File: src/rtl/store_merge_unit.sv
// Sub-word store engine: SW goes straight to memory, SH/SB read the containing word,
// splice the narrow data into the addressed little-endian lane and write it back.
module store_merge_unit #(
    parameter int unsigned READ_LAT = 1
) (
    input  logic        clk,
    input  logic        reset,
    input  logic        StoreReq,
    input  logic [1:0]  StoreOp,
    input  logic [31:0] StoreAddr,
    input  logic [31:0] StoreData,
    output logic        Busy,
    output logic        StoreDone,
    output logic        StoreErr,
    output logic [31:0] MemAddr,
    output logic        MemRE,
    output logic        MemWE,
    output logic [31:0] MemWD,
    input  logic [31:0] MemRD
);

    localparam logic [2:0] StIdle  = 3'd0;
    localparam logic [2:0] StRead  = 3'd1;
    localparam logic [2:0] StWait  = 3'd2;
    localparam logic [2:0] StWrite = 3'd3;
    localparam logic [2:0] StDone  = 3'd4;

    localparam logic [1:0] OpSw = 2'b00;
    localparam logic [1:0] OpSh = 2'b01;
    localparam logic [1:0] OpSb = 2'b10;

    localparam logic [2:0] LatInit = 3'(READ_LAT);

    logic [2:0]  state_q, state_d;
    logic [1:0]  op_q, op_d;
    logic [31:0] addr_q, addr_d;
    logic [31:0] data_q, data_d;
    logic        err_q, err_d;
    logic [31:0] word_q, word_d;
    logic [2:0]  cnt_q, cnt_d;

    logic        req_err;
    logic [31:0] merged;

    // Reserved op, misaligned word, or odd halfword address is rejected without memory access.
    always_comb begin
        req_err = 1'b0;
        unique case (StoreOp)
            OpSw:    req_err = (StoreAddr[1:0] != 2'b00);
            OpSh:    req_err = StoreAddr[0];
            OpSb:    req_err = 1'b0;
            default: req_err = 1'b1;
        endcase
    end

    always_comb begin
        state_d = state_q;
        op_d    = op_q;
        addr_d  = addr_q;
        data_d  = data_q;
        err_d   = err_q;
        word_d  = word_q;
        cnt_d   = cnt_q;
        unique case (state_q)
            StIdle: begin
                if (StoreReq) begin
                    op_d   = StoreOp;
                    addr_d = StoreAddr;
                    data_d = StoreData;
                    err_d  = req_err;
                    if (req_err) begin
                        state_d = StDone;
                    end else if (StoreOp == OpSw) begin
                        state_d = StWrite;
                    end else begin
                        state_d = StRead;
                    end
                end
            end
            StRead: begin
                cnt_d   = LatInit;
                state_d = StWait;
            end
            StWait: begin
                cnt_d = cnt_q - 3'd1;
                if (cnt_q == 3'd1) begin
                    word_d  = MemRD;
                    state_d = StWrite;
                end
            end
            StWrite: state_d = StDone;
            StDone:  state_d = StIdle;
            default: state_d = StIdle;
        endcase
    end

    always_ff @(posedge clk) begin
        if (reset) begin
            state_q <= StIdle;
            op_q    <= 2'b00;
            addr_q  <= 32'h0;
            data_q  <= 32'h0;
            err_q   <= 1'b0;
            word_q  <= 32'h0;
            cnt_q   <= 3'd0;
        end else begin
            state_q <= state_d;
            op_q    <= op_d;
            addr_q  <= addr_d;
            data_q  <= data_d;
            err_q   <= err_d;
            word_q  <= word_d;
            cnt_q   <= cnt_d;
        end
    end

    always_comb begin
        merged = word_q;
        unique case (op_q)
            OpSh: begin
                if (addr_q[1]) merged[31:16] = data_q[15:0];
                else           merged[15:0]  = data_q[15:0];
            end
            OpSb: begin
                unique case (addr_q[1:0])
                    2'd0:    merged[7:0]   = data_q[7:0];
                    2'd1:    merged[15:8]  = data_q[7:0];
                    2'd2:    merged[23:16] = data_q[7:0];
                    default: merged[31:24] = data_q[7:0];
                endcase
            end
            default: merged = data_q;
        endcase
    end

    always_comb begin
        Busy      = (state_q != StIdle);
        StoreDone = (state_q == StDone);
        StoreErr  = (state_q == StDone) && err_q;
        MemRE     = (state_q == StRead);
        MemWE     = (state_q == StWrite);
        MemAddr   = {addr_q[31:2], 2'b00};
        MemWD     = (state_q == StWrite) ? merged : 32'h0;
    end

endmodule

File: config.mk
export PLATFORM = sky130hd
export DESIGN_NAME = store_merge_unit
export DESIGN_NICKNAME = d
export VERILOG_FILES = /design/src/rtl/store_merge_unit.sv
export SDC_FILE = /design/constraint.sdc
export NUM_CORES = 1
export LEC_CHECK = 0
export ABC_AREA = 1
export CORE_ASPECT_RATIO = 2
export CORE_MARGIN = 1
export CORE_UTILIZATION = 40
export DETAILED_ROUTE_END_ITERATION = 7
export GPL_ROUTABILITY_DRIVEN = 1
export PLACE_DENSITY = 0.77
export SYNTH_ARGS = -nofsm -noshare
export SYNTH_HDL_FRONTEND = slang
export SYNTH_SLANG_ARGS = --single-unit
File: constraint.sdc
create_clock -name clk -period 1.89 [get_ports clk]
set_clock_uncertainty 0.05 [all_clocks]
set_input_delay 0.378 -clock clk [delete_from_list [all_inputs] [get_ports clk]]
set_output_delay 0.378 -clock clk [all_outputs]
set_load 0.02 [all_outputs]
==> results of run 1 <==
-- how the worst min path moves through the flow --
stage	startpoint	end	slack (ns)	cells past startpoint
after detailed placement	data_q[20]	data_q[20]	0.40	2
final	StoreReq	addr_q[24]	0.34	3
after global routing	StoreReq	addr_q[22]	0.35	3
after CTS	StoreReq	addr_q[24]	0.34	3
after global placement	data_q[20]	data_q[20]	0.39	2
after floorplan	data_q[19]	data_q[19]	0.38	2
-- cells in the mapped netlist --
| library cell | n | area (um^2) |
|---|---|---|
| a21oi_1 | 103 | 515 |
| a21oi_2 | 1 | 8.76 |
| a41oi_1 | 8 | 70.1 |
| buf_1 | 3 | 11.3 |
| buf_2 | 17 | 85.1 |
| buf_4 | 36 | 270 |
| buf_6 | 3 | 33.8 |
| clkbuf_1 | 19 | 71.3 |
| conb_1 | 1 | 3.75 |
| dfxtp_1 | 105 | 2100 |
| ha_1 | 4 | 50.1 |
| inv_1 | 53 | 199 |
| inv_2 | 6 | 22.5 |
| nand2_1 | 149 | 559 |
| nand2_2 | 3 | 18.8 |
| nand3_1 | 66 | 330 |
| nand3b_1 | 1 | 7.51 |
| nand4_1 | 1 | 6.26 |
| nor2_1 | 55 | 206 |
| nor2_2 | 2 | 12.5 |
| nor2_4 | 2 | 22.5 |
| nor3_1 | 3 | 15.0 |
| nor4_1 | 1 | 6.26 |
| o211ai_1 | 8 | 60.1 |
| o21ai_0 | 70 | 350 |
| o21ai_1 | 5 | 25.0 |
| o22ai_1 | 1 | 6.26 |
-- kinds of logic (layout without fill, tap and decap cells) --
| family | count (synthesis) | in the layout | share of synthesized area |
|---|---|---|---|
| other | 1 | 2 | 0.000740 |
| DFF | 105 | 105 | 0.415 |
| AOI/OAI and AO/OA | 196 | 196 | 0.204 |
| adders and majority gates | 4 | 4 | 0.00987 |
| and+or+nand+nor | 283 | 283 | 0.234 |
| buffers and inverters | 137 | 289 | 0.137 |
-- area by class of cell --
| type | count | area [um^2] |
|---|---|---|
| Inverter | 59 | 234 |
| Clock buffer | 11 | 233 |
| Clock inverter | 5 | 104 |
| Multi-Input combinational cell | 485 | 2560 |
| Timing Repair Buffer | 214 | 2080 |
| Fill cell | 1054 | 4770 |
| Tap cell | 147 | 184 |
| Sequential cell | 105 | 2110 |
-- power by group through the flow --
stage,Sequential (uW),Combinational [uW],Clock [uW]
final,2680,2850,2140
after global routing,2710,3080,2250
after CTS,2670,2800,2170
after detailed placement,2700,2490,0
after global placement,2700,2440,0
after floorplan,2700,1610,0
-- metal layers --
metal | up-vias | track usage
met5 | - | 0
met4 | 0 | 0.167
met3 | 74 | 0.0480
met2 | 243 | 0.452
met1 | 2467 | 0.259
li1 | 2654 | -
-- timing repair --
item / CTS / global route
gates cloned: 1 / 0
setup buffers: 4 / 0
endpoints found under the setup margin: 37 / 35
resized for setup: 253 / 25
pin swaps: 34 / 20
-- metrics by stage --
stage / setup WS, ns / area [um^2] / total power, uW / util
CTS: -0.259 / 7460 / 7640 / 0.608
global placement: -0.517 / 6890 / 5140 / 0.562
detailed placement: -0.574 / 6890 / 5190 / 0.562
finish: -0.314 / 7500 / 7670 / 0.611
global route: -0.378 / 7500 / 8040 / 0.611
floorplan: -0.0759 / 5140 / 4310 / -
-- critical path: cells and delay by family, from the launching register on --
kind	cells	cell delay (ns)
simple gates	4	0.51
compound gates	1	0.14
fa+ha+maj	1	0.15
flops	1	0.34
buf+inv	3	0.29
-- registers in the layout, summed over array words and instances (netlist names) --
name     count
op_q         2
cnt_q        3
state_q      3
word_q      32
addr_q      32
err_q        1
data_q      32
-- cell usage in the layout (no fill, tap or decap), types with 3 or more instances in the layout --
cell type and instances:
a41oi_2 8, nor2_1 54, nand2_1 118, buf_2 3, o21ai_1 8, nor3_1 3, o21ai_0 66, buf_6 17
buf_4 55, a21oi_2 17, nand2_4 5, clkbuf_16 9, a21oi_1 86, inv_1 43, buf_12 6, nand3_1 66
bufinv_16 3, nand2_2 29, nor2_4 4, o211ai_1 8, dfxtp_1 102, inv_2 13, clkdlybuf4s50_1 128
==> metrics, run 1 <==
met1 WL=5860 um; Worst-Skew Late Latency=0.34 ns; Leakage=0.00297 uW; most used cell, CP=nor2_4; critical path required time=1.46 ns; Starting Density=0.413; WHS=0.343 ns; chip width=around 80 um; # placed instances=1005; CP Launch Type=flip-flop; Critical Path End Type=primary output; period utilization=1.17; Synth-to-Final Area Change=47.9%; Worst Hold Class=primary input to flip-flop; total grt overflow=0; DR top layer=met4; Total GRT Usage=0.254; Synth Area per Inst=between 6 and 7 um^2; Final Hold Fails=0; antenna cells=0; FF+latch count, synth=between 100 and 150; cts hold-fix bufs=0; Seq/Total Area, Yosys=0.415; Post-Syn Area=5070 um^2; yosys warns=0; antenna violations before repair=0; clk slew on worst S/H paths=0.07 ns; largest net degree at the start of global routing=slightly above 50; maximum VDD drop=0.667 mV; Psw=2680 uW; CTS sink count=105; # setup viols final=32; sequential fraction of design power=0.349; final worst slack=-0.314 ns; failing checks=negative setup slack; Routed WL=16400 um; Net Sw Frac=0.350; cts bufs inserted=9; drt wl/cell=15.9 um; Post-Synthesis Cells=726; minimum clock period after layout=2.20 ns; antenna-violating nets left=0; chip height=161 um; Pint=4990 uW; RSZ-0062 raised after global routing=yes; CTS tree=done; worst-margin pin slew=0.675 ns; I/O Buffers=around 170; Worst Path Arrival=1.78 ns; CP endpoint=MemWD[5]; relative slew slack=0.549; Layout Cells excl Fill=between 1000 and 1500; WS Path Type=flip-flop to primary output; first-pass detailed-route iteration total=8; number of global-route vias before repair=5293; combinational power share=0.372; vias post-DR=5438; drt initial violations=between 300 and 400; clock power share=0.279; placed wire-length estimate=around 11000 um; Slowest-stage cell, CP=dfxtp_2; highest clock rate=454 MHz; Setup TNS=-8.75 ns; Via density=between 5 and 6; critical path cell sequence=buf_6, ha_4, inv_4, nor2_4, nor2_4, nand2_4, nand2_2, a21oi_2, buf_4; share of layout cells above drive strength 1=0.212; first-pass GRT wire length=~26000 um; Max FO, Critical Path=8; max-cap check violation count=0; die area=13200 um^2; Routability Congestion=0.887; drt drc=0; max incr delay on CP=0.34 ns; reg2reg start=state_q[2]; flop-to-flop setup slack=around 0.18 ns; metal3 WL=938 um; count of pins over their slew limit=0; Root Buffer=clkbuf_16; Cell variety after synth=27; H-tree levels=3; cell depth of the worst flop-to-flop path=8; clock buffer depth=2; final net count=979; Core Box Area=12300 um^2; crit path from=op_q[0]; IO Pins=170; Crit Reg-Reg Endpoint=data_q[19]; met2 WL post-DR=8600 um; status=finished with violations; PwrDens=1020 nW/um^2; Rows=57
Note: power is estimated with default switching activity, not from simulation.
==> run 2: changes to the inputs <==
Settings changed: PLACE_DENSITY 0.77 to 0.7.
==> run 2 against run 1 <==
The flow still finishes with violations (negative setup slack). First-iteration DRC count down 36%. Clock-buffer cell count unchanged. Combinational power up 6%. Critical path type unchanged. Highest routed layer unchanged. Cell count unchanged. Core utilization up 0.72 points. Sequential share of layout area down 0.28 points. Total power down 1.8%. Die area unchanged. Via count down 1.1%.
==> metrics, run 2 (synthesized netlist as in run 1, its figures left out) <==
fin area=between 7000 and 8000 um^2; CTS sink count=105; drt drc=0; Layout Cells excl Fill=1026; reg2reg start=state_q[2]; Starting Density=0.413; vias post-DR=5379; CP Launch Type=flip-flop; period utilization=1.15; maximum VDD drop=0.688 mV; critical path cell sequence=buf_6, ha_4, nor2_2, inv_2, nand2_1, a21oi_2, buf_4; most common cell after layout, fill and taps aside=nand2_1; share of layout cells above drive strength 1=0.203; PwrDens=992 nW/um^2; drt wl/cell=16.2 um; final net count=979; WHS=between 0.4 and 0.5 ns; max-cap check violation count=0; Total GRT Usage=0.252; antenna-violating nets left=0; Synth-to-Final Area Change=49.7%; # placed instances=1002; Leakage=about 0.0030 uW; relative slew slack=0.505; Final Util=0.619; sequential cell area=2110 um^2; Worst Hold Launch=data_q[17]; Rows=57; placed wire-length estimate=between 10000 and 15000 um; minimum clock period after layout=roughly 2.2 ns; Root Buffer=clkbuf_16; IO Pins=170; clk slew on worst S/H paths=0.07 ns; total grt overflow=0; CP bufs+invs=3; H-tree levels=3; Core Box Area=12300 um^2; CTS tree=done; number of global-route vias before repair=~5300; clock buffer depth=2; Max FO, Critical Path=8; failing checks=negative setup slack; most frequent cells in the layout=nand2_1 (135), clkdlybuf4s50_1 (128), dfxtp_1 (101); drt initial violations=~210; highest clock rate=461 MHz; status=finished with violations; first-pass GRT wire length=25300 um; I/O Buffers=167; # setup viols final=32; Routed WL=16600 um; RSZ-0062 raised after global routing=yes; worst-margin pin slew=0.742 ns; crit path from=op_q[1]; Worst Path Arrival=1.74 ns; largest net degree at the start of global routing=59; antenna cells=0; Top Registers=addr_q: 32 flops, data_q: 32 flops, word_q: 32 flops; cts bufs inserted=9; max incr delay on CP=0.34 ns; Via density=5.24; Slowest-stage cell, CP=dfxtp_2; Critical Path End Type=primary output; count of pins over their slew limit=0; Final Hold Fails=0; area of the multi-input gates=2590 um^2; Routability Congestion=0.852; chip height=161 um; filler cell count=1083; critical path required time=1.46 ns; antenna violations before repair=0; final worst slack=-0.280 ns; Worst-Skew Late Latency=0.34 ns; Top delay family on crit path=buffers and inverters; die area=~13000 um^2; Worst Hold Class=flip-flop to flip-flop; chip width=81.6 um; WS Path Type=flip-flop to primary output; first-pass detailed-route iteration total=4; Post-DP Area=6900 um^2
==> run 2: changes by cell type in the layout (fill, tap and decap cells not counted), sizes merged <==
cell	delta
buf	-3
clkinvlp	+1
inv	+2
bufinv	-3
clkdlybuf4s15	+2
clkbuf	+1
==> run 2: area by class of cell <==
| cell class | instances | share of cell area |
|---|---|---|
| multi-input cells | 485 | 0.342 |
| repair buffers | 214 | 0.286 |
| well taps | 147 | 0.0242 |
| flip-flops and latches | 105 | 0.278 |
| clock buffers | 11 | 0.0333 |
| inverters | 59 | 0.0312 |
| clock inverters | 5 | 0.00511 |
==> run 2: final timing paths <==
kind	end	slack (ns)	depth (start not counted)
worst max-delay path	MemWD[10]	-0.28	7
worst min-delay path	data_q[17]	0.41	2
worst max register to register	word_q[15]	0.15	7
worst min register to register	data_q[17]	0.41	2
==> run 2: per-stage QoR <==
step                      power, uW  TNS, ns  worst slack [ns]
after floorplan                4310    -1.36           -0.0759
after global placement         5200   -14.16            -0.526
after detailed placement       5270   -15.88            -0.617
after CTS                      7320    -7.27            -0.260
after global routing           7910    -9.34            -0.336
final                          7530    -7.39            -0.280
==> run 2: where the power goes <==
| group | switching, uW | internal, uW |
|---|---|---|
| Combinational | 1720 | 1290 |
| Sequential | 183 | 2520 |
| Clock | 844 | 973 |
| Total | 2740 | 4790 |
==> run 2: timing repair <==
| item | CTS | global route |
|---|---|---|
| buffers inserted | 3 | 2 |
| hold buffers | 0 | 0 |
| pin swaps | 15 | 17 |
| gates resized for setup | 241 | 40 |
| setup endpoints to repair | 37 | 34 |
| cloned | 1 | 2 |
==> run 2: worst min-delay path, delay by kind of cell (launching register included) <==
family	cells	cell delay [ns]
buf+inv	1	0.06
flops	1	0.30
compound gates	1	0.06
==> run 2: per-layer routing <==
| layer | up-vias | part of all wire | global-route usage |
|---|---|---|---|
| met1 | 2484 | 0.35 | 0.246 |
| met2 | 186 | 0.53 | 0.462 |
| met4 | 0 | 0.059 | 0.157 |
| li1 | 2658 | - | - |
| met3 | 51 | 0.052 | 0.0475 |
| met5 | - | 0 | 0 |
